--- config.mk ---
export PLATFORM = sky130hd
export DESIGN_NAME = multicycle_control
export DESIGN_NICKNAME = d
export VERILOG_FILES = /design/src/rtl/ctrl_pkg.sv /design/src/rtl/ctrl_output_decode.sv /design/src/rtl/multicycle_control.sv
export SDC_FILE = /design/constraint.sdc
export NUM_CORES = 1
export LEC_CHECK = 0
export ABC_CLOCK_PERIOD_IN_PS = 2400
export CORE_MARGIN = 1.5
export CORE_UTILIZATION = 46
export CTS_CLUSTER_SIZE = 25
export DETAILED_ROUTE_END_ITERATION = 8
export PLACE_DENSITY = 0.89
export SLEW_MARGIN = 20
export SYNTH_ARGS = -nofsm -noshare
export SYNTH_HDL_FRONTEND = slang
export SYNTH_SLANG_ARGS = --single-unit
--- constraint.sdc ---
create_clock -name clk -period 2.4 [get_ports clk]
set_clock_uncertainty 0.15 [all_clocks]
set_input_delay 0.48 -clock clk [delete_from_list [all_inputs] [get_ports clk]]
set_output_delay 0.48 -clock clk [all_outputs]
set_load 0.02 [all_outputs]
--- src/rtl/ctrl_pkg.sv ---
// Shared encodings for the multi-cycle MIPS-subset controller: opcodes, FSM states,
// ALU/mux select codes and the control word handed from the output decoder to the top.
package ctrl_pkg;

    localparam logic [5:0] OP_RTYPE = 6'b000000;
    localparam logic [5:0] OP_LW    = 6'b100011;
    localparam logic [5:0] OP_SW    = 6'b101011;
    localparam logic [5:0] OP_BEQ   = 6'b000100;
    localparam logic [5:0] OP_BRNV  = 6'b010101;
    localparam logic [5:0] OP_ORI   = 6'b001101;

    typedef enum logic [3:0] {
        S_FETCH  = 4'd0,
        S_DECODE = 4'd1,
        S_MEMADR = 4'd2,
        S_MEMRD  = 4'd3,
        S_MEMWB  = 4'd4,
        S_MEMWR  = 4'd5,
        S_EXEC   = 4'd6,
        S_RWB    = 4'd7,
        S_BEQ    = 4'd8,
        S_BRNV   = 4'd9,
        S_ORIEX  = 4'd10,
        S_ORIWB  = 4'd11
    } state_e;

    localparam logic [1:0] ALU_ADD   = 2'b00;
    localparam logic [1:0] ALU_SUB   = 2'b01;
    localparam logic [1:0] ALU_FUNCT = 2'b10;
    localparam logic [1:0] ALU_OR    = 2'b11;

    localparam logic [1:0] SRCB_B       = 2'b00;
    localparam logic [1:0] SRCB_FOUR    = 2'b01;
    localparam logic [1:0] SRCB_IMM     = 2'b10;
    localparam logic [1:0] SRCB_IMM_SH2 = 2'b11;

    localparam logic [1:0] PCSRC_ALU    = 2'b00;
    localparam logic [1:0] PCSRC_ALUOUT = 2'b01;

    typedef struct packed {
        logic       pc_en;
        logic [1:0] pc_source;
        logic       iord;
        logic       mem_read;
        logic       mem_write;
        logic       ir_write;
        logic       reg_dst;
        logic       reg_write;
        logic       mem_to_reg;
        logic       alu_src_a;
        logic [1:0] alu_src_b;
        logic       zero_ext;
        logic [1:0] alu_op;
    } ctrl_word_t;

    // States in which the controller stalls on the memory handshake.
    function automatic logic is_wait_state(input state_e s);
        return (s == S_FETCH) || (s == S_MEMRD) || (s == S_MEMWR);
    endfunction

    function automatic logic is_legal_op(input logic [5:0] op);
        case (op)
            OP_RTYPE, OP_LW, OP_SW, OP_BEQ, OP_BRNV, OP_ORI: return 1'b1;
            default:                                         return 1'b0;
        endcase
    endfunction

endpackage

--- src/rtl/ctrl_output_decode.sv ---
// Combinational state -> control word decode; only pc_en and ir_write look at the
// same-cycle datapath/memory flags.
module ctrl_output_decode
    import ctrl_pkg::*;
(
    input  state_e     i_state,
    input  logic       i_zero,
    input  logic       i_v_flag,
    input  logic       i_mem_ready,
    output ctrl_word_t o_cw
);

    always_comb begin
        o_cw = '0;
        case (i_state)
            S_FETCH: begin
                o_cw.mem_read  = 1'b1;
                o_cw.alu_src_b = SRCB_FOUR;
                o_cw.alu_op    = ALU_ADD;
                o_cw.pc_source = PCSRC_ALU;
                o_cw.ir_write  = i_mem_ready;
                o_cw.pc_en     = i_mem_ready;
            end
            S_DECODE: begin
                o_cw.alu_src_b = SRCB_IMM_SH2;
                o_cw.alu_op    = ALU_ADD;
            end
            S_MEMADR: begin
                o_cw.alu_src_a = 1'b1;
                o_cw.alu_src_b = SRCB_IMM;
                o_cw.alu_op    = ALU_ADD;
            end
            S_MEMRD: begin
                o_cw.iord     = 1'b1;
                o_cw.mem_read = 1'b1;
            end
            S_MEMWB: begin
                o_cw.mem_to_reg = 1'b1;
                o_cw.reg_write  = 1'b1;
            end
            S_MEMWR: begin
                o_cw.iord      = 1'b1;
                o_cw.mem_write = 1'b1;
            end
            S_EXEC: begin
                o_cw.alu_src_a = 1'b1;
                o_cw.alu_src_b = SRCB_B;
                o_cw.alu_op    = ALU_FUNCT;
            end
            S_RWB: begin
                o_cw.reg_dst   = 1'b1;
                o_cw.reg_write = 1'b1;
            end
            S_BEQ, S_BRNV: begin
                o_cw.alu_src_a = 1'b1;
                o_cw.alu_src_b = SRCB_B;
                o_cw.alu_op    = ALU_SUB;
                o_cw.pc_source = PCSRC_ALUOUT;
                // brnv branches when rs-rt did not overflow
                o_cw.pc_en     = (i_state == S_BEQ) ? i_zero : ~i_v_flag;
            end
            S_ORIEX: begin
                o_cw.alu_src_a = 1'b1;
                o_cw.alu_src_b = SRCB_IMM;
                o_cw.zero_ext  = 1'b1;
                o_cw.alu_op    = ALU_OR;
            end
            S_ORIWB: begin
                o_cw.reg_write = 1'b1;
            end
            default: o_cw = '0;
        endcase
    end

endmodule

--- src/rtl/multicycle_control.sv ---
// Multi-cycle main controller: FSM, memory wait/timeout counter and optional perf
// counters (CTRL_PERF_EN adds CNT_W, cycle_cnt and instr_cnt).
module multicycle_control
    import ctrl_pkg::*;
#(
    parameter int TIMEOUT = 255
`ifdef CTRL_PERF_EN
    ,
    parameter int CNT_W   = 32
`endif
) (
    input  logic             clk,
    input  logic             rst_n,
    input  logic [5:0]       opcode,
    input  logic             zero,
    input  logic             v_flag,
    input  logic             mem_ready,
    output logic             pc_en,
    output logic [1:0]       pc_source,
    output logic             iord,
    output logic             mem_read,
    output logic             mem_write,
    output logic             ir_write,
    output logic             reg_dst,
    output logic             reg_write,
    output logic             mem_to_reg,
    output logic             alu_src_a,
    output logic [1:0]       alu_src_b,
    output logic             zero_ext,
    output logic [1:0]       alu_op,
    output logic             illegal_op,
    output logic             mem_timeout,
`ifdef CTRL_PERF_EN
    output logic [CNT_W-1:0] cycle_cnt,
    output logic [CNT_W-1:0] instr_cnt,
`endif
    output logic [3:0]       state
);

    localparam int WAIT_W = (TIMEOUT < 2) ? 1 : $clog2(TIMEOUT + 1);

    state_e              r_state;
    state_e              w_next;
    logic [WAIT_W-1:0]   r_wait;
    logic                w_waiting;
    logic                w_timeout;
    logic                w_illegal;
    ctrl_word_t          w_cw;

    assign w_waiting = is_wait_state(r_state) && !mem_ready;
    assign w_timeout = (TIMEOUT != 0) && w_waiting && (r_wait == WAIT_W'(TIMEOUT));
    assign w_illegal = (r_state == S_DECODE) && !is_legal_op(opcode);

    always_comb begin
        w_next = r_state;
        case (r_state)
            S_FETCH: begin
                if (mem_ready)      w_next = S_DECODE;
                else if (w_timeout) w_next = S_FETCH;
            end
            S_DECODE: begin
                case (opcode)
                    OP_RTYPE:     w_next = S_EXEC;
                    OP_LW, OP_SW: w_next = S_MEMADR;
                    OP_BEQ:       w_next = S_BEQ;
                    OP_BRNV:      w_next = S_BRNV;
                    OP_ORI:       w_next = S_ORIEX;
                    default:      w_next = S_FETCH;
                endcase
            end
            S_MEMADR: w_next = (opcode == OP_LW) ? S_MEMRD : S_MEMWR;
            S_MEMRD: begin
                if (mem_ready)      w_next = S_MEMWB;
                else if (w_timeout) w_next = S_FETCH;
            end
            // a timed-out store simply leaves; the write is never retried
            S_MEMWR: begin
                if (mem_ready || w_timeout) w_next = S_FETCH;
            end
            S_EXEC:  w_next = S_RWB;
            S_ORIEX: w_next = S_ORIWB;
            default: w_next = S_FETCH;
        endcase
    end

    always_ff @(posedge clk or negedge rst_n) begin
        if (!rst_n) begin
            r_state <= S_FETCH;
            r_wait  <= '0;
        end else begin
            r_state <= w_next;
            if (w_waiting && !w_timeout) r_wait <= r_wait + WAIT_W'(1);
            else                         r_wait <= '0;
        end
    end

    ctrl_output_decode u_decode (
        .i_state     (r_state),
        .i_zero      (zero),
        .i_v_flag    (v_flag),
        .i_mem_ready (mem_ready),
        .o_cw        (w_cw)
    );

    // Gating with rst_n keeps every enable low for the whole reset window,
    // including the asynchronous part before the next clock edge.
    assign pc_en       = rst_n & w_cw.pc_en;
    assign pc_source   = rst_n ? w_cw.pc_source : 2'b00;
    assign iord        = rst_n & w_cw.iord;
    assign mem_read    = rst_n & w_cw.mem_read;
    assign mem_write   = rst_n & w_cw.mem_write;
    assign ir_write    = rst_n & w_cw.ir_write;
    assign reg_dst     = rst_n & w_cw.reg_dst;
    assign reg_write   = rst_n & w_cw.reg_write;
    assign mem_to_reg  = rst_n & w_cw.mem_to_reg;
    assign alu_src_a   = rst_n & w_cw.alu_src_a;
    assign alu_src_b   = rst_n ? w_cw.alu_src_b : 2'b00;
    assign zero_ext    = rst_n & w_cw.zero_ext;
    assign alu_op      = rst_n ? w_cw.alu_op : 2'b00;
    assign illegal_op  = rst_n & w_illegal;
    assign mem_timeout = rst_n & w_timeout;
    assign state       = rst_n ? r_state : 4'd0;

`ifdef CTRL_PERF_EN
    logic [CNT_W-1:0] r_cycle_cnt;
    logic [CNT_W-1:0] r_instr_cnt;

    always_ff @(posedge clk or negedge rst_n) begin
        if (!rst_n) begin
            r_cycle_cnt <= '0;
            r_instr_cnt <= '0;
        end else begin
            r_cycle_cnt <= r_cycle_cnt + CNT_W'(1);
            if (r_state == S_FETCH && mem_ready) r_instr_cnt <= r_instr_cnt + CNT_W'(1);
        end
    end

    assign cycle_cnt = r_cycle_cnt;
    assign instr_cnt = r_instr_cnt;
`endif

endmodule

== Yosys cells after proc, flatten, opt, wreduce, memory -nomap -nowiden ==
Cells that the tools add are included.
Word-level totals
  bits in registers: 12
  output and inout bits: 22
  word-level logic and storage cells: 80
Cells by class
  mux-type cells: 26
  reduce and logical (&&, ||, !) cells: 20
  add/subtract/negate cells: 1
  eq/ne operators: 18
  bitwise logic cells: 13
Operators by type and width (number)
  4-bit one-hot mux with 7 select lines: 1
  4-bit 2-to-1 mux: 5
  4-bit one-hot mux with 5 select lines: 1
  4-bit by 3-bit == test with 1-bit output (second input constant): 4
  4-bit == test (second input constant): 4
  1-bit AND: 12
  6-bit == test (second input constant): 2
  2-bit one-hot mux with 3 select lines: 2
  1-bit 2-to-1 mux: 11
  2-bit OR reduction: 5
  8-bit by 1-bit adder with 8-bit output (second input constant): 1
  4-bit by 2-bit == test with 1-bit output (second input constant): 2
  8-bit == test (second input constant): 1
  8-bit 2-to-1 mux: 1
  6-bit by 3-bit == test with 1-bit output (second input constant): 1
  6-bit by 4-bit == test with 1-bit output (second input constant): 1
  6-bit by 5-bit == test with 1-bit output (second input constant): 1
  6-bit logical NOT: 1
  2-bit 2-to-1 mux: 3
  3-bit one-hot mux with 2 select lines: 1
  6-bit OR reduction: 1
  5-bit OR reduction: 1
  4-bit by 1-bit == test with 1-bit output (second input constant): 1
  1-bit logical AND: 4
  other kinds (7): 11

== Logic depth before layout (Yosys ltp) ==
Gate-level depths: netlist (run 1).
  word-level depth: 8
  gate-level depth with buffers: 7

== By module ==
From an unflattened synthesis (run 1), not the netlist that was laid out.
Second synthesis, totals
  cells, all modules: 146
  area, all modules: 1174.9 µm²
Modules (own cells, without submodules)
  multicycle_control: area each 975.9 µm², times used 1, cells an instance 110
  ctrl_output_decode: area each 198.9 µm², times used 1, cells an instance 36

== Least setup slack after synthesis (run 1) ==
OpenSTA, ideal clock, no wires.
  kind: register to output
  start: reg r_state[3]
  end: out pc_en
  buffers on the path: 1
  data required time: 1.770 ns
  arrival time: 1.676 ns
  stages on the path, launching flop included: 7
  path slack: 0.094 ns
  cells stage by stage: dfrtp_1 buf_2 nor2_1 nand2_1 nor2_1 a221oi_1 a21oi_1
Between the ends
  cells in the longest elaborated chain, start to end: 4
  elaborated cells between the ends (all ways): 7
Ends and longest elaborated chain
  start, declared: line multicycle_control.sv:42  | state_e r_state;
  start signal, assigned: line multicycle_control.sv:91  | r_state <= w_next;
  4-bit == test, on equally long branches: line ctrl_output_decode.sv:15, ctrl_output_decode.sv:60
  1-bit 2-to-1 mux or 2-bit OR reduction (tied branches): line ctrl_output_decode.sv:60, ctrl_output_decode.sv:15
  3-bit one-hot mux with 2 select lines *: line ctrl_output_decode.sv:15  | case (i_state)
  1-bit AND *: line multicycle_control.sv:107  | assign pc_en = rst_n & w_cw.pc_en;
  end, declared: line multicycle_control.sv:18  | output logic pc_en,
Every way passes the cells marked *; elsewhere a longest branch is shown, timed or not.

== Final worst setup path (run 1) ==
  start: reg r_state[2]
  end: out pc_en
Same word-level chain as after synthesis.

==> results of run 1 <==
## sequential cells by signal, indices dropped and copies added (netlist names)
signal	count
r_wait	8
r_state	4
## Yosys cell counts (all sizes together), types with 2 or more instances
cell | count | area [sq um]
a21oi | 6 | 33.78
a31oi | 2 | 12.51
and2 | 5 | 31.28
and3b | 2 | 17.52
buf | 10 | 57.55
dfrtp | 12 | 300.3
inv | 2 | 7.510
nand2 | 13 | 51.30
nand2b | 4 | 25.02
nand3 | 10 | 50.05
nand3b | 2 | 15.01
nand4b | 2 | 17.52
nor2 | 22 | 82.58
nor2b | 5 | 31.28
nor3 | 6 | 30.03
nor4 | 2 | 27.53
o21ai | 2 | 10.01
o31ai | 2 | 15.01
xnor2 | 4 | 35.03
xor2 | 6 | 52.55
## worst max-delay path: stages, from the launching register on
cell	delay [ps]
dfrtp_1	490
nand3b_1	280
or3_1	350
a21oi_1	230
buf_4	190
## report_power, final
group          leakage [nW]  switching (mW)  internal, mW
logic                 0.635          0.0837        0.0791
clock network        0.0210          0.0658        0.0921
registers             0.162         0.00623         0.208
total                 0.817           0.156         0.379
## per-stage QoR
step / util [%] / setup slack, ps
3_5_place_dp: 79.47 / -467.8
2_1_floorplan: - / 93.73
5_1_grt: 80.58 / -65.98
6_report: 80.58 / -45.56
4_1_cts: 80.94 / 0.2413
3_3_place_gp: 79.47 / -422.9
## per-layer routing
layer / wire length [um] / share of wire, % / GRT usage, %
met5: 0 / 0 / 0
met4: 104 / 3.2 / 8.559
met3: 192 / 5.9 / 3.274
met2: 1701 / 52 / 48.25
met1: 1251 / 39 / 31.39
## cell families after synthesis
| group | Yosys count |
|---|---|
| DFF | 12 |
| xor gates and xnor gates | 10 |
| and+or+nand+nor | 78 |
| adders and majority gates | 1 |
| buffers and inverters | 13 |
| other | 1 |
| AOI/OAI and AO/OA | 20 |
## area by class of cell
type / instances / area, sq um / share of cell area [%]
Tap cell: 27 / 33.78 / 2.053
Inverter: 2 / 7.507 / 0.4563
Clock buffer: 4 / 36.28 / 2.205
Sequential cell: 12 / 302.8 / 18.40
Timing Repair Buffer: 73 / 561.8 / 34.14
Multi-Input combinational cell: 110 / 703.2 / 42.74
## worst paths after layout
kind | end | cells past startpoint | slack [ps]
max in group asynchronous | r_state[1]$_DFFE_PN0P_ | 4 | 1640
min | r_state[0]$_DFFE_PN0P_ | 4 | 280
min in group clk | r_wait[0]$_DFF_PN0_ | 2 | 400
max reg2reg | r_state[0]$_DFFE_PN0P_ | 6 | 670
max | pc_en | 4 | -50
min reg2reg | r_wait[0]$_DFF_PN0_ | 2 | 400
## repair_timing
item                                    4_1_cts  5_1_grt
hold buffers                                  0        0
endpoints found under the setup margin       21       15
buffers inserted                              0        1
pin swaps                                     1        1
gates resized for setup                      50       26
==> run_results.csv, run 1 <==
group,metric,value,unit
status,outcome,"complete, but fails checks",
status,violations,"setup timing",
floorplan,die_w,50.37,um
layout,layout_common_cells,"buf_4 (44), nor2_1 (20), nand2_1 (12)",
sta,period_share,101.9,%
detailed_routing,detail_route.wl_per_cell,14.25,um
detailed_routing,ant_nets,0,
clock_network,cts_made_buffers,3,
global_route,overflow,0,
flow_run,cap_violations,0,
sta,max_freq,408.9,MHz
synthesis,synth_edf_count,0,
setup_path,startpoint_type,"register",
detailed_routing,firstDrtPassIters,4,
synthesis,synth-compound-area-share,13.58,%
synthesis,syn_nets,147,
floorplan,design.core.area,2042,sq um
layout,syn_to_final_growth,59.39,%
global_route,grt_pass1_wl,5.216,mm
place,hpwl,2.450,mm
global_route,antenna_found_initial,0,
global_route,grtUsageTotal,26.26,%
synthesis,ys_seq_area_share,29.09,%
setup_path,critPathArrivalTime,1820,ps
sta,drv_slew,0,
floorplan,die_height,50.37,um
synthesis,ys.flop_type,"dfrtp_1",
clock_network,cts_buffer_depth,2,
sta,layout_min_cycle_time,2446,ps
synthesis,synth_xor_area_share,8.485,%
sta,final.setup.tns,-45.56,ps
power_and_ir_drop,p_per_area,325.1,nW/um^2
synthesis,syn_inst,135,
detailed_routing,drc,0,
clock_network,cts_num_sinks,12,
setup_path,path_max_fanout,8,
floorplan,die_area,2537,sq um
place,port-buffer-count,31,
power_and_ir_drop,power.leakage,0.8173,nW
detailed_routing,wl,3.248,mm
setup_path,critical_path_class,"reg -> out",
floorplan,start_util,50.55,%
sta,setup_violations,1,
clock_network,clkLatencyLatePin,270,ps
synthesis,yosys_warnings,0,
detailed_routing,vias,1261,
synthesis,synth_seq_cells,12,
synthesis,avgSynthCellArea,7.646,sq um
global_route,grt_pass1_vias,1253,
setup_path,worstPathRequired,1770,ps
global_route,grt_max_degree,14,
layout,finalInstanceArea,1645,sq um
place,dpl_cell_area,1623,sq um
hold_path,hold_class,"in -> async",
sta,hold_viol,0,
setup_path,crit_path_start,"r_state[2]$_DFFE_PN0P_",
floorplan,io_pins,33,
synthesis,synth_top_family_by_area,"simple AND/OR/NAND/NOR gates",
synthesis,yosys.area_share.simple,40.61,%
synthesis,synthAdderAreaFrac,1.212,%
layout,diodes,0,
clock_network,cts_root_buf,"clkbuf_4",
power_and_ir_drop,fin_total_pwr,534.9,uW
clock_network,clkTransAtPathRegs,80,ps
synthesis,synth.cell_area,1032,sq um
synthesis,synth_cell_types,42,
layout,final_cells,228,
setup_path,cp-end-kind,"output pin",
power_and_ir_drop,ir_drop,465.5,uV
place,dp_cells,223,
detailed_routing,dr.first_iter.drc_count,37,
sta,finalWorstSetupSlack,-45.56,ps
synthesis,synthMuxAreaShare,0,%
detailed_routing,viasPerCell,5.531,
setup_path,timing.rr.start,"r_state[0]$_DFFE_PN0P_",
layout,fill_cells,140,
layout,layout-drive-gt1-share,37.31,%
clock_network,cts_tree,"built",
place,gp_congestion,0.8674,
clock_network,cts_max_level,1,
synthesis,synthArstFlopShare,100.0,%
floorplan,num_rows,16,
layout,final_common_cell,"buf_4",
sta,hold_ws,283.8,ps
layout,final_nets,214,
Power figures use the tool's default switching activity.
==> run 2: changes to the inputs <==
--- a/config.mk
+++ b/config.mk
@@ -11,6 +11,7 @@
 export CTS_CLUSTER_SIZE = 25
 export DETAILED_ROUTE_END_ITERATION = 8
 export PLACE_DENSITY = 0.89
+export RECOVER_POWER = 100
 export SLEW_MARGIN = 20
 export SYNTH_ARGS = -nofsm -noshare
 export SYNTH_HDL_FRONTEND = slang
==> run 2 against run 1 <==
  * The flow still finishes with violations (setup timing)
  * Hold slack better by 110 ps
  * Non-clock buffer count stayed put
  * Sequential share of layout area is 0.20 points higher
  * Critical endpoint unchanged
  * Highest routed layer unchanged
  * Clock power hardly changed
  * Routed wire length is 0.15% higher
  * Register-to-register slack worse by 70 ps
  * Sequential power hardly changed
  * Design area is 1.1% lower
  * Critical path depth stayed put
==> run_results.csv, run 2 (synthesized netlist as in run 1, its figures left out) <==
group,metric,value,unit
floorplan,num_rows,16,
sta,period_share,102.1,%
clock_network,cts_buffer_depth,2,
floorplan,die_area,2537,sq um
place,dp_slack,-467.8,ps
setup_path,critPathArrivalTime,1820,ps
sta,max_freq,408.2,MHz
setup_path,cp-end-kind,"output pin",
clock_network,cts_made_buffers,3,
power_and_ir_drop,power.internal,377.7,uW
layout,final_cells,228,
clock_network,cts_max_level,1,
detailed_routing,drc,0,
detailed_routing,ant_nets,0,
setup_path,path_max_fanout,8,
detailed_routing,dr.first_iter.drc_count,34,
detailed_routing,viasPerCell,5.522,
status,outcome,"complete, but fails checks",
power_and_ir_drop,combinationalPowerShare,30.2,%
global_route,overflow,0,
global_route,grt_pass1_wl,5.216,mm
status,violations,"setup timing",
sta,setup_violations,1,
layout,largest_register_ffs,8,
floorplan,io_pins,33,
detailed_routing,detail_route.wl_per_cell,14.27,um
detailed_routing,firstDrtPassIters,4,
power_and_ir_drop,p_per_area,327.9,nW/um^2
global_route,antenna_found_initial,0,
flow_run,cap_violations,0,
clock_network,cts_num_sinks,12,
clock_network,cts_root_buf,"clkbuf_4",
floorplan,die_height,50.37,um
place,gp_congestion,0.8674,
clock_network,clkLatencyLatePin,270,ps
power_and_ir_drop,pwr-share-seq,40.1,%
sta,finalWorstSetupSlack,-50.03,ps
place,dp_cells,223,
floorplan,die_w,50.37,um
sta,relSlewSlack,58.15,%
layout,diodes,0,
sta,layout_min_cycle_time,2450,ps
setup_path,worstPathRequired,1770,ps
global_route,grtUsageTotal,26.26,%
floorplan,start_util,50.55,%
power_and_ir_drop,sw_frac_of_total,29.24,%
detailed_routing,vias,1259,
layout,final_nets,214,
sta,drv_slew,0,
power_and_ir_drop,power.leakage,0.7828,nW
place,hpwl,2.450,mm
global_route,grt_pass1_vias,1253,
detailed_routing,wl,3.253,mm
setup_path,critical_path_class,"reg -> out",
layout,layout-drive-gt1-share,34.33,%
layout,layout_common_cells,"buf_4 (38), nor2_1 (20), nand2_1 (12)",
global_route,grt_max_degree,14,
power_and_ir_drop,pwr-share-clk,29.7,%
sta,worst_slew_pin_slew,627.8,ps
sta,hold_viol,0,
clock_network,cts_tree,"built",
hold_path,hold_class,"reg -> reg",
layout,regMostFlops,"r_wait",
floorplan,design.core.area,2042,sq um
layout,final_common_cell,"buf_4",
setup_path,startpoint_type,"register",
layout,top_regs,"r_wait x8, r_state x4",
clock_network,clkTransAtPathRegs,70,ps
power_and_ir_drop,ir_drop,466.3,uV
power_and_ir_drop,p_sw,156.1,uW
layout,syn_to_final_growth,57.70,%
place,port-buffer-count,31,
## run 2: critical path, stage by stage, from the launching register on
cell	delay (ps)
dfrtp_1	500
nand3b_1	280
or3_1	350
a21oi_1	230
buf_4	190
## run 2: layout make-up
| cell class | instances | area [sq um] |
|---|---|---|
| Tap cell | 27 | 33.78 |
| Clock buffer | 4 | 36.28 |
| Sequential cell | 12 | 302.8 |
| Fill cell | 139 | 414.1 |
| Inverter | 2 | 7.507 |
| Multi-Input combinational cell | 110 | 703.2 |
| Timing Repair Buffer | 73 | 544.3 |
## run 2: routing by layer
layer | up-vias | global-route usage (%) | share of wire, %
li1 | 599 | - | -
met1 | 599 | 31.39 | 40
met2 | 51 | 48.25 | 53
met3 | 10 | 3.274 | 4.7
met4 | 0 | 8.559 | 2.8
met5 | - | 0 | 0
## run 2: power by group through the flow
stage / Sequential, mW / Clock [mW] / Combinational, mW
4_1_cts: 0.214 / 0.161 / 0.159
6_report: 0.214 / 0.158 / 0.161
3_3_place_gp: 0.217 / 0 / 0.157
5_1_grt: 0.215 / 0.176 / 0.173
2_1_floorplan: 0.217 / 0 / 0.0719
3_5_place_dp: 0.218 / 0 / 0.164
## run 2: per-stage QoR
stage | setup TNS [ps] | hold WS (ps) | cell area, sq um | utilization (%) | power [mW]
final | -50.03 | 397.9 | 1628 | 79.72 | 0.5338
after global routing | -82.79 | 424.4 | 1628 | 79.72 | 0.5646
after floorplan | 0 | 34.41 | 1032 | - | 0.2888
after global placement | -5090 | 368.3 | 1623 | 79.47 | 0.3737
after CTS | 0 | 397.1 | 1653 | 80.94 | 0.5337
after detailed placement | -5635 | 377.9 | 1623 | 79.47 | 0.3816
## run 2: repair_timing
item / CTS / global route
hold buffers: 0 / 0
hold endpoints to repair: 0 / 0
endpoints found under the setup margin: 21 / 15
gates cloned: 0 / 0
pin swaps: 1 / 1
gates resized for setup: 50 / 26
setup buffers: 0 / 1
## run 2: final timing paths
check,from,endpoint,slack (ps),cells after the start
setup / recovery,r_state[2]$_DFFE_PN0P_,pc_en,-50,4
hold / removal,r_wait[0]$_DFF_PN0_,r_wait[0]$_DFF_PN0_,400,2
setup reg to reg,r_state[3]$_DFFE_PN0P_,r_wait[5]$_DFF_PN0_,600,5
hold reg to reg,r_wait[0]$_DFF_PN0_,r_wait[0]$_DFF_PN0_,400,2
max in group asynchronous,rst_n,r_state[1]$_DFFE_PN0P_,1050,4
min in group asynchronous,rst_n,r_state[3]$_DFFE_PN0P_,600,4
